==> config.mk <==
export PLATFORM = sky130hd
export DESIGN_NAME = seg_scan_ctrl_flat
export DESIGN_NICKNAME = d
export VERILOG_FILES = /design/src/rtl/seg_scan_ctrl_if.sv /design/src/rtl/seg_scan_ctrl.sv /design/src/flat_wrapper.sv
export SDC_FILE = /design/constraint.sdc
export NUM_CORES = 1
export LEC_CHECK = 0
export BUFFER_PORTS_ARGS = -buffer_cell sky130_fd_sc_hd__clkbuf_2
export CAP_MARGIN = 20
export CORE_MARGIN = 1
export CORE_UTILIZATION = 34
export CTS_CLUSTER_SIZE = 24
export DETAILED_ROUTE_END_ITERATION = 8
export PLACE_DENSITY = 0.48
export SKIP_LAST_GASP = 1
export SLEW_MARGIN = 20
export SYNTH_ARGS = -nofsm -noshare
export SYNTH_HDL_FRONTEND = slang
export SYNTH_SLANG_ARGS = --single-unit
==> constraint.sdc <==
create_clock -name clk -period 4.3 [get_ports clk]
set_input_delay 0.215 -clock clk [delete_from_list [all_inputs] [get_ports clk]]
set_output_delay 0.215 -clock clk [all_outputs]
set_load 0.05 [all_outputs]
==> src/rtl/seg_scan_ctrl_if.sv <==
// Bundles the load/value/blank inputs and the display drive outputs of seg_scan_ctrl.
// The slave modport is the controller; the master modport is whatever feeds it and watches it.
interface seg_scan_ctrl_if #(
  parameter int DIGITS = 4
);
  logic                  load;
  logic [4*DIGITS-1:0]   value;
  logic [DIGITS-1:0]     blank;
  logic [6:0]            seg;
  logic [DIGITS-1:0]     an;
  logic                  pending;
  logic                  frame;

  modport slave (
    input  load, value, blank,
    output seg, an, pending, frame
  );

  modport master (
    output load, value, blank,
    input  seg, an, pending, frame
  );
endinterface

==> src/rtl/seg_scan_ctrl.sv <==
// Time-multiplexed scan controller for a common-anode seven-segment display with frame-atomic updates.
// Optional build macro SEG_LZ_BLANK_EN enables leading-zero suppression on the committed value.
module seg_scan_ctrl #(
  parameter int DIGITS = 4,
  parameter int DIV    = 50000,
  parameter int GUARD  = 2
) (
  input  logic                clk,
  input  logic                rst,
  seg_scan_ctrl_if.slave      bus,
  output logic                dbg_phase
);
  localparam int TICK_W = (DIV > 1) ? $clog2(DIV) : 1;
  localparam int DIG_W  = $clog2(DIGITS);
  localparam logic [TICK_W-1:0] TICK_LAST = TICK_W'(DIV - 1);
  localparam logic [TICK_W-1:0] TICK_GRD  = TICK_W'(GUARD);
  localparam logic [DIG_W-1:0]  DIG_LAST  = DIG_W'(DIGITS - 1);

  // Handshake: load is a one-cycle strobe with no back-pressure; every load is accepted
  // into the shadow register, and pending stays high until that value is committed.
  typedef enum logic {
    PH_GUARD = 1'b0,
    PH_DRIVE = 1'b1
  } phase_e;

  phase_e                phase_q, phase_d;
  logic [TICK_W-1:0]     tick_q, tick_d;
  logic [DIG_W-1:0]      digit_q, digit_d;
  logic [4*DIGITS-1:0]   shadow_q, shadow_d;
  logic [4*DIGITS-1:0]   active_q, active_d;
  logic                  pending_q, pending_d;
  logic [6:0]            seg_q, seg_d;
  logic [DIGITS-1:0]     an_q, an_d;
  logic                  frame_q, frame_d;

  logic                  tick_wrap;
  logic                  boundary;
  logic [3:0]            act_nib;
  logic                  blank_cur;
  logic [DIGITS-1:0]     lz_mask;

  function automatic logic [6:0] hex7(input logic [3:0] n);
    case (n)
      4'h0: hex7 = 7'h40;
      4'h1: hex7 = 7'h79;
      4'h2: hex7 = 7'h24;
      4'h3: hex7 = 7'h30;
      4'h4: hex7 = 7'h19;
      4'h5: hex7 = 7'h12;
      4'h6: hex7 = 7'h02;
      4'h7: hex7 = 7'h78;
      4'h8: hex7 = 7'h00;
      4'h9: hex7 = 7'h18;
      4'hA: hex7 = 7'h08;
      4'hB: hex7 = 7'h03;
      4'hC: hex7 = 7'h46;
      4'hD: hex7 = 7'h21;
      4'hE: hex7 = 7'h06;
      default: hex7 = 7'h0E;
    endcase
  endfunction

  // Leading-zero mask: bit i set when nibbles i..DIGITS-1 of the committed value are all zero.
  always_comb begin
    logic upper_zero;
    lz_mask    = '0;
    upper_zero = 1'b1;
    for (int i = DIGITS - 1; i >= 1; i--) begin
      upper_zero = upper_zero & (active_q[4*i +: 4] == 4'h0);
`ifdef SEG_LZ_BLANK_EN
      lz_mask[i] = upper_zero;
`else
      lz_mask[i] = 1'b0;
`endif
    end
  end

  always_comb begin
    act_nib   = 4'h0;
    blank_cur = 1'b0;
    for (int i = 0; i < DIGITS; i++) begin
      if (digit_q == DIG_W'(i)) begin
        act_nib   = active_q[4*i +: 4];
        blank_cur = bus.blank[i] | lz_mask[i];
      end
    end
  end

  always_comb begin
    tick_d    = tick_q + 1'b1;
    digit_d   = digit_q;
    shadow_d  = shadow_q;
    active_d  = active_q;
    pending_d = pending_q;
    seg_d     = 7'h7F;
    an_d      = '1;
    frame_d   = 1'b0;

    tick_wrap = (tick_q == TICK_LAST);
    boundary  = tick_wrap && (digit_q == DIG_LAST);

    if (tick_wrap) begin
      tick_d  = '0;
      digit_d = (digit_q == DIG_LAST) ? '0 : digit_q + 1'b1;
    end

    // A boundary commit always takes the pre-edge shadow; a coincident load re-arms pending.
    if (boundary && pending_q) begin
      active_d  = shadow_q;
      pending_d = 1'b0;
    end
    if (bus.load) begin
      shadow_d  = bus.value;
      pending_d = 1'b1;
    end

    phase_d = (tick_d < TICK_GRD) ? PH_GUARD : PH_DRIVE;

    if (phase_q == PH_DRIVE) begin
      for (int i = 0; i < DIGITS; i++) begin
        an_d[i] = (digit_q != DIG_W'(i));
      end
      seg_d = blank_cur ? 7'h7F : hex7(act_nib);
    end

    frame_d = (tick_q == '0) && (digit_q == '0);
  end

  always_ff @(posedge clk) begin
    if (rst) begin
      phase_q   <= PH_GUARD;
      tick_q    <= '0;
      digit_q   <= '0;
      shadow_q  <= '0;
      active_q  <= '0;
      pending_q <= 1'b0;
      seg_q     <= 7'h7F;
      an_q      <= '1;
      frame_q   <= 1'b0;
    end else begin
      phase_q   <= phase_d;
      tick_q    <= tick_d;
      digit_q   <= digit_d;
      shadow_q  <= shadow_d;
      active_q  <= active_d;
      pending_q <= pending_d;
      seg_q     <= seg_d;
      an_q      <= an_d;
      frame_q   <= frame_d;
    end
  end

  assign bus.seg     = seg_q;
  assign bus.an      = an_q;
  assign bus.pending = pending_q;
  assign bus.frame   = frame_q;
  assign dbg_phase   = phase_q;
endmodule
==> src/flat_wrapper.sv <==
// flat-port wrapper written by rule: the top's interface ports become plain ports
module seg_scan_ctrl_flat 
#(
  parameter int DIGITS = 4,
  parameter int DIV    = 50000,
  parameter int GUARD  = 2
)
  (clk, rst, dbg_phase, bus_load, bus_value, bus_blank, bus_seg, bus_an, bus_pending, bus_frame);
  seg_scan_ctrl_if #(.DIGITS(DIGITS)) bus_i ();
  input  logic clk;
  input  logic rst;
  output logic dbg_phase;
  input wire logic [$bits(bus_i.load)-1:0] bus_load;
  input wire logic [$bits(bus_i.value)-1:0] bus_value;
  input wire logic [$bits(bus_i.blank)-1:0] bus_blank;
  output wire logic [$bits(bus_i.seg)-1:0] bus_seg;
  output wire logic [$bits(bus_i.an)-1:0] bus_an;
  output wire logic [$bits(bus_i.pending)-1:0] bus_pending;
  output wire logic [$bits(bus_i.frame)-1:0] bus_frame;
  assign bus_i.load = bus_load;
  assign bus_i.value = bus_value;
  assign bus_i.blank = bus_blank;
  assign bus_seg = bus_i.seg;
  assign bus_an = bus_i.an;
  assign bus_pending = bus_i.pending;
  assign bus_frame = bus_i.frame;
  seg_scan_ctrl #(.DIGITS(DIGITS), .DIV(DIV), .GUARD(GUARD)) u_core (.clk(clk), .rst(rst), .bus(bus_i), .dbg_phase(dbg_phase));
endmodule
=== Word-level counts from Yosys, hierarchy flattened ===
Memory sizes are Yosys's and may differ from the RTL's. A register that Yosys moved wholly into a read port is not among the register bits.
Cells that the tools add are included.

* Register bits after elaboration: 57
* Bits in read-only memories: 112
* Logic and storage cells: 42
* Memories: 1

* Add/sub/neg operators: 2
* $lt $le $gt $ge: 1
* Equality and inequality tests: 7
* Multiplexer cells: 13
* Bitwise operators: 1
* Reduce and logical (&&, ||, !) cells: 9

{| class="wikitable"
|+ Memory list
! name !! depth !! bits a word !! rd ports !! clocked after Yosys merged registers in !! write ports !! RTL line !! source
|-
| (no name shown) || 16 || 7 || 1 || 1 || 0 || seg_scan_ctrl.sv:43 || <nowiki>case (n)</nowiki>
|}

{| class="wikitable"
|+ Operator list
! operator !! number
|-
| $add A16 B1 Y16 const B || 1
|-
| $eq A16 B16 Y1 const B || 1
|-
| $logic_not A16 Y1 || 1
|-
| $lt A16 B2 Y1 const B || 1
|-
| $mux W16 || 1
|-
| $mux W4 || 4
|-
| $mux W1 || 7
|-
| $eq A2 B2 Y1 const B || 2
|-
| $ne A2 B2 Y1 const B || 2
|-
| $reduce_bool A2 Y1 || 2
|-
| $logic_and A1 B1 Y1 || 3
|-
| $reduce_or A3 Y1 || 1
|-
| $add A2 B1 Y2 const B || 1
|-
| $eq A2 B1 Y1 const B || 1
|-
| $logic_not A2 Y1 || 1
|-
| $mux W2 || 1
|-
| $ne A2 B1 Y1 const B || 1
|-
| $reduce_or A2 Y1 || 1
|-
| $not A1 Y1 || 1
|}

=== Logic depth before layout (Yosys ltp) ===
* Word-level depth: 6
* Depth in mapped cells: 10

=== Worst setup path after synthesis ===
Ideal clock, no wire load.

* Kind: register -> register
* Start point: reg u_core.digit_q[0]
* End point: reg u_core.seg_q[3], in the netlist u_core.bus.seg[3]
* Setup time: 0.128 ns
* Arrival: 2.145 ns
* Data required time: 4.172 ns
* Slack: 2.027 ns
* Cell stages (with the launch flop): 11
* Cell sequence: dfxtp_1 inv_1 ha_1 clkbuf_1 a21oi_1 o21ai_0 a22oi_1 inv_1 ha_1 a2111oi_0 o31ai_1

* Longest elaborated chain between the ends: 6
* Elaborated cells between the ends (all ways): 13
* Classes of those cells: eq/ne (3); mux (8); reduce/logical (2)

{| class="wikitable"
|+ Ends and longest elaborated chain
! item !! RTL line !! source
|-
| start: declaration || seg_scan_ctrl.sv:28 || <nowiki>logic [DIG_W-1:0] digit_q, digit_d;</nowiki>
|-
| start signal: assignment || seg_scan_ctrl.sv:143 || <nowiki>digit_q <= digit_d;</nowiki>
|-
| $logic_not A2 Y1 || seg_scan_ctrl.sv:82 || <nowiki>if (digit_q == DIG_W'(i)) begin</nowiki>
|-
| $mux W1 (4 in series) || seg_scan_ctrl.sv:82 ||
|-
| $reduce_or A3 Y1 (no line) || -- ||
|-
| end: declaration || seg_scan_ctrl.sv:32 || <nowiki>logic [6:0] seg_q, seg_d;</nowiki>
|}

Several ways; a longest one is shown, not always the timed one.
A chain may end at the register's enable or synchronous reset.

=== Final worst setup path ===
Ends and elaborated chain as after synthesis.

==> run summary <==
die area - 0.00932 mm²
synthesis-to-layout area growth - 12.0%
Slew Viols, Final - 0
GRT Total Usage - 15.4%
cell depth of the worst flop-to-flop path - 9
vias per cell - 5.00
CTS tree - yes
PwrDens - 341 mW/mm²
TritonCTS Buffers - 9
vias in the first global route - 2181
setup TNS - 0 ns
Synth top area share - 42.2%
critical path data arrival time - 2.92 ns
Mapped Avg Cell Area - 8.63 µm²
period utilization - 62.9%
leak pwr - 1.31 nW
first-pass GRT wire length - 10800 µm
Post-Syn Area - 0.00304 mm²
R2R Path Start - u_core.digit_q[0]
DRC violation total after the first TritonRoute iteration - 158
sequential element share of the synthesized area - 42.2%
hold path depth - 3
VDD IR-drop max - 165 µV
Power Total - 1.16 mW
RSZ-0062 raised after global routing - no
# IOs - 37
dominant cells by area after synthesis - dfxtp_1 42%, mux2i_1 6.9%, nand2_1 6.8%
Port-buffer cells - 36
worst hold endpoint - u_core.shadow_q[2]
EDFF count, synth - 0
nets@finish - 411
worst min-delay path startpoint - bus_value[2]
die width - 96.5 µm
ANT nets after route - 0
DR vias - 2445
status - finished, final reports clean
worst-margin pin slew - 1.05 ns
min Tclk post-route - 2.71 ns
crit path cell chain - inv_1, ha_1, a21oi_1, o21ai_0, a22oi_1, inv_1, ha_1, a2111oi_0, o31ai_1
reg2reg setup slack - 1.59 ns
H-tree Lvls - 3
Setup Skew - 0.00743 ns
total grt overflow - 0
asr flop ratio synth - 0%
Hold Vio Cnt, Final - 0
max-cap violations - 0
critical path class - flop to flop
Core ar. - 0.00868 mm²
Max clock buf depth - 2
PostCTS Resize Cnt - 0
CP max stage delay - 0.46 ns
cell accounting for the most synthesized area - dfxtp_1
RD Place Congestion - 0.816
max_slew headroom - 29.8%
Starting Density - 35.0%
fmax - 370 MHz
Worst EP required - 4.51 ns
critical-path maximum fanout - 11
worst min-delay path class - input pin to flop
RR Endpoint - u_core.bus.seg[3]
post-synth cell types - 45
clk slew on worst S/H paths - 0.08 ns
Syn Nets - 387
DRC Markers - 0
final wirelength - 6510 µm
crit path capture type - flop
Post-DP HPWL - 4540 µm
DR WL/cell - 13.3 µm
latest clock arrival within the worst-skew pair - 0.33 ns
Synth Flop Type - dfxtp_1
Die Y - 96.5 µm
DR pass1 iterations - 4
Ant. Diodes - 0
Ys Warns - 0
Post-Syn Instances - 352
antenna violations before repair - 0
Synth top cells by count - 64 x dfxtp_1, 55 x nand2_1, 41 x nor2_1
Post-CTS Setup Repair Bufs - 0
Seq cells post-synth - 64
row count - 34
clk sinks - 64
most frequent cell after synthesis - dfxtp_1
Worst setup SP type - flop
final setup vio count - 0
CTS Hold Bufs - 0
largest net degree at the start of global routing - 44
fin util - 39.2%
fraction of layout cells with a size suffix above 1 - 17.1%
root cell of the clock tree - clkbuf_8
CP max-delay cell - a22oi_1
-- per-layer routing --
metal	GRT usage, %	vias up	wire length [µm]
met4	7.35	0	72
met5	0	-	0
met1	22.0	1132	3490
li1	-	1260	-
met3	3.76	5	265
met2	21.5	48	2690
-- per-stage QoR --
stage	setup WS (ns)	std cells	instance area (µm²)	hold WS, ns
3_5_place_dp	1.60	473	3230	0.451
3_3_place_gp	1.62	473	3230	0.445
4_1_cts	1.60	489	3400	0.0882
2_1_floorplan	2.03	352	3040	0.362
5_1_grt	1.34	489	3400	0.103
6_report	1.59	489	3400	0.111
-- state kept, by name (all words and copies together), names as in the netlist --
register,cells
u_core.active_q,16
u_core.bus.an,4
u_core.bus.frame,1
u_core.bus.pending,1
u_core.bus.seg,7
u_core.dbg_phase,1
u_core.digit_q,2
u_core.shadow_q,16
u_core.tick_q,16
-- cell families (layout without fill, tap and decap cells) --
kind of cell	after synthesis	after routing	synth area share (%)
compound gates	55	55	12.5
fa+ha+maj	12	12	4.94
mux	21	21	6.92
flops	64	64	42.2
buf+inv	34	63	5.39
xor+xnor	18	18	5.19
simple gates	148	148	22.9
-- critical path, delay by kind of cell (launching register included) --
family | cells | cell delay [ns]
compound gates | 5 | 1.28
fa+ha+maj | 2 | 0.65
flops | 1 | 0.40
buf+inv | 2 | 0.24
-- power breakdown --
part / switching (mW) / internal [mW] / total (mW) / leakage, nW
clock: 0.243 / 0.209 / 0.451 / 0.0889
sequential: 0.0114 / 0.610 / 0.622 / 0.521
combinational: 0.0564 / 0.0305 / 0.0869 / 0.698
total: 0.311 / 0.849 / 1.16 / 1.31
-- worst max path at each step --
| stage | startpoint | to | slack, ns |
|---|---|---|---|
| 2_1_floorplan | u_core.digit_q[0] | u_core.bus.seg[3] | 2.03 |
| 4_1_cts | u_core.digit_q[0] | u_core.bus.seg[3] | 1.60 |
| 3_5_place_dp | u_core.digit_q[0] | u_core.bus.seg[3] | 1.60 |
| 5_1_grt | u_core.digit_q[0] | u_core.bus.seg[3] | 1.34 |
| 3_3_place_gp | u_core.digit_q[0] | u_core.bus.seg[3] | 1.62 |
| 6_report | u_core.digit_q[0] | u_core.bus.seg[3] | 1.59 |
-- placed cells by master, fill, tap and decap left out, types with 2 or more instances in the layout --
cell type and instances:
o31ai_1 3, or3_1 3, nor3_1 5, nand2b_1 2, nor2_1 41, nand4_1 6, xor2_1 6, o21ai_0 4
and2_1 2, mux2i_1 21, a31oi_1 2, nor4_1 7, nand3b_1 3, clkbuf_8 9, clkinv_2 3, clkinv_4 3
a21oi_1 19, nand3_1 13, a211oi_1 4, clkbuf_2 36, a22oi_1 2, ha_1 12, a21oi_2 10, dfxtp_1 64
nor2b_1 3, inv_1 11, nand2_1 55, o221ai_1 4, xnor2_1 12
-- layout make-up --
class | count | area (µm²)
well taps | 108 | 135
inverters | 11 | 41.3
flip-flops and latches | 64 | 1280
clock inverters | 7 | 48.8
multi-input cells | 254 | 1590
repair buffers | 36 | 180
clock buffers | 9 | 124
fillers | 946 | 5270
No activity file was read; power rests on OpenSTA's default activity.
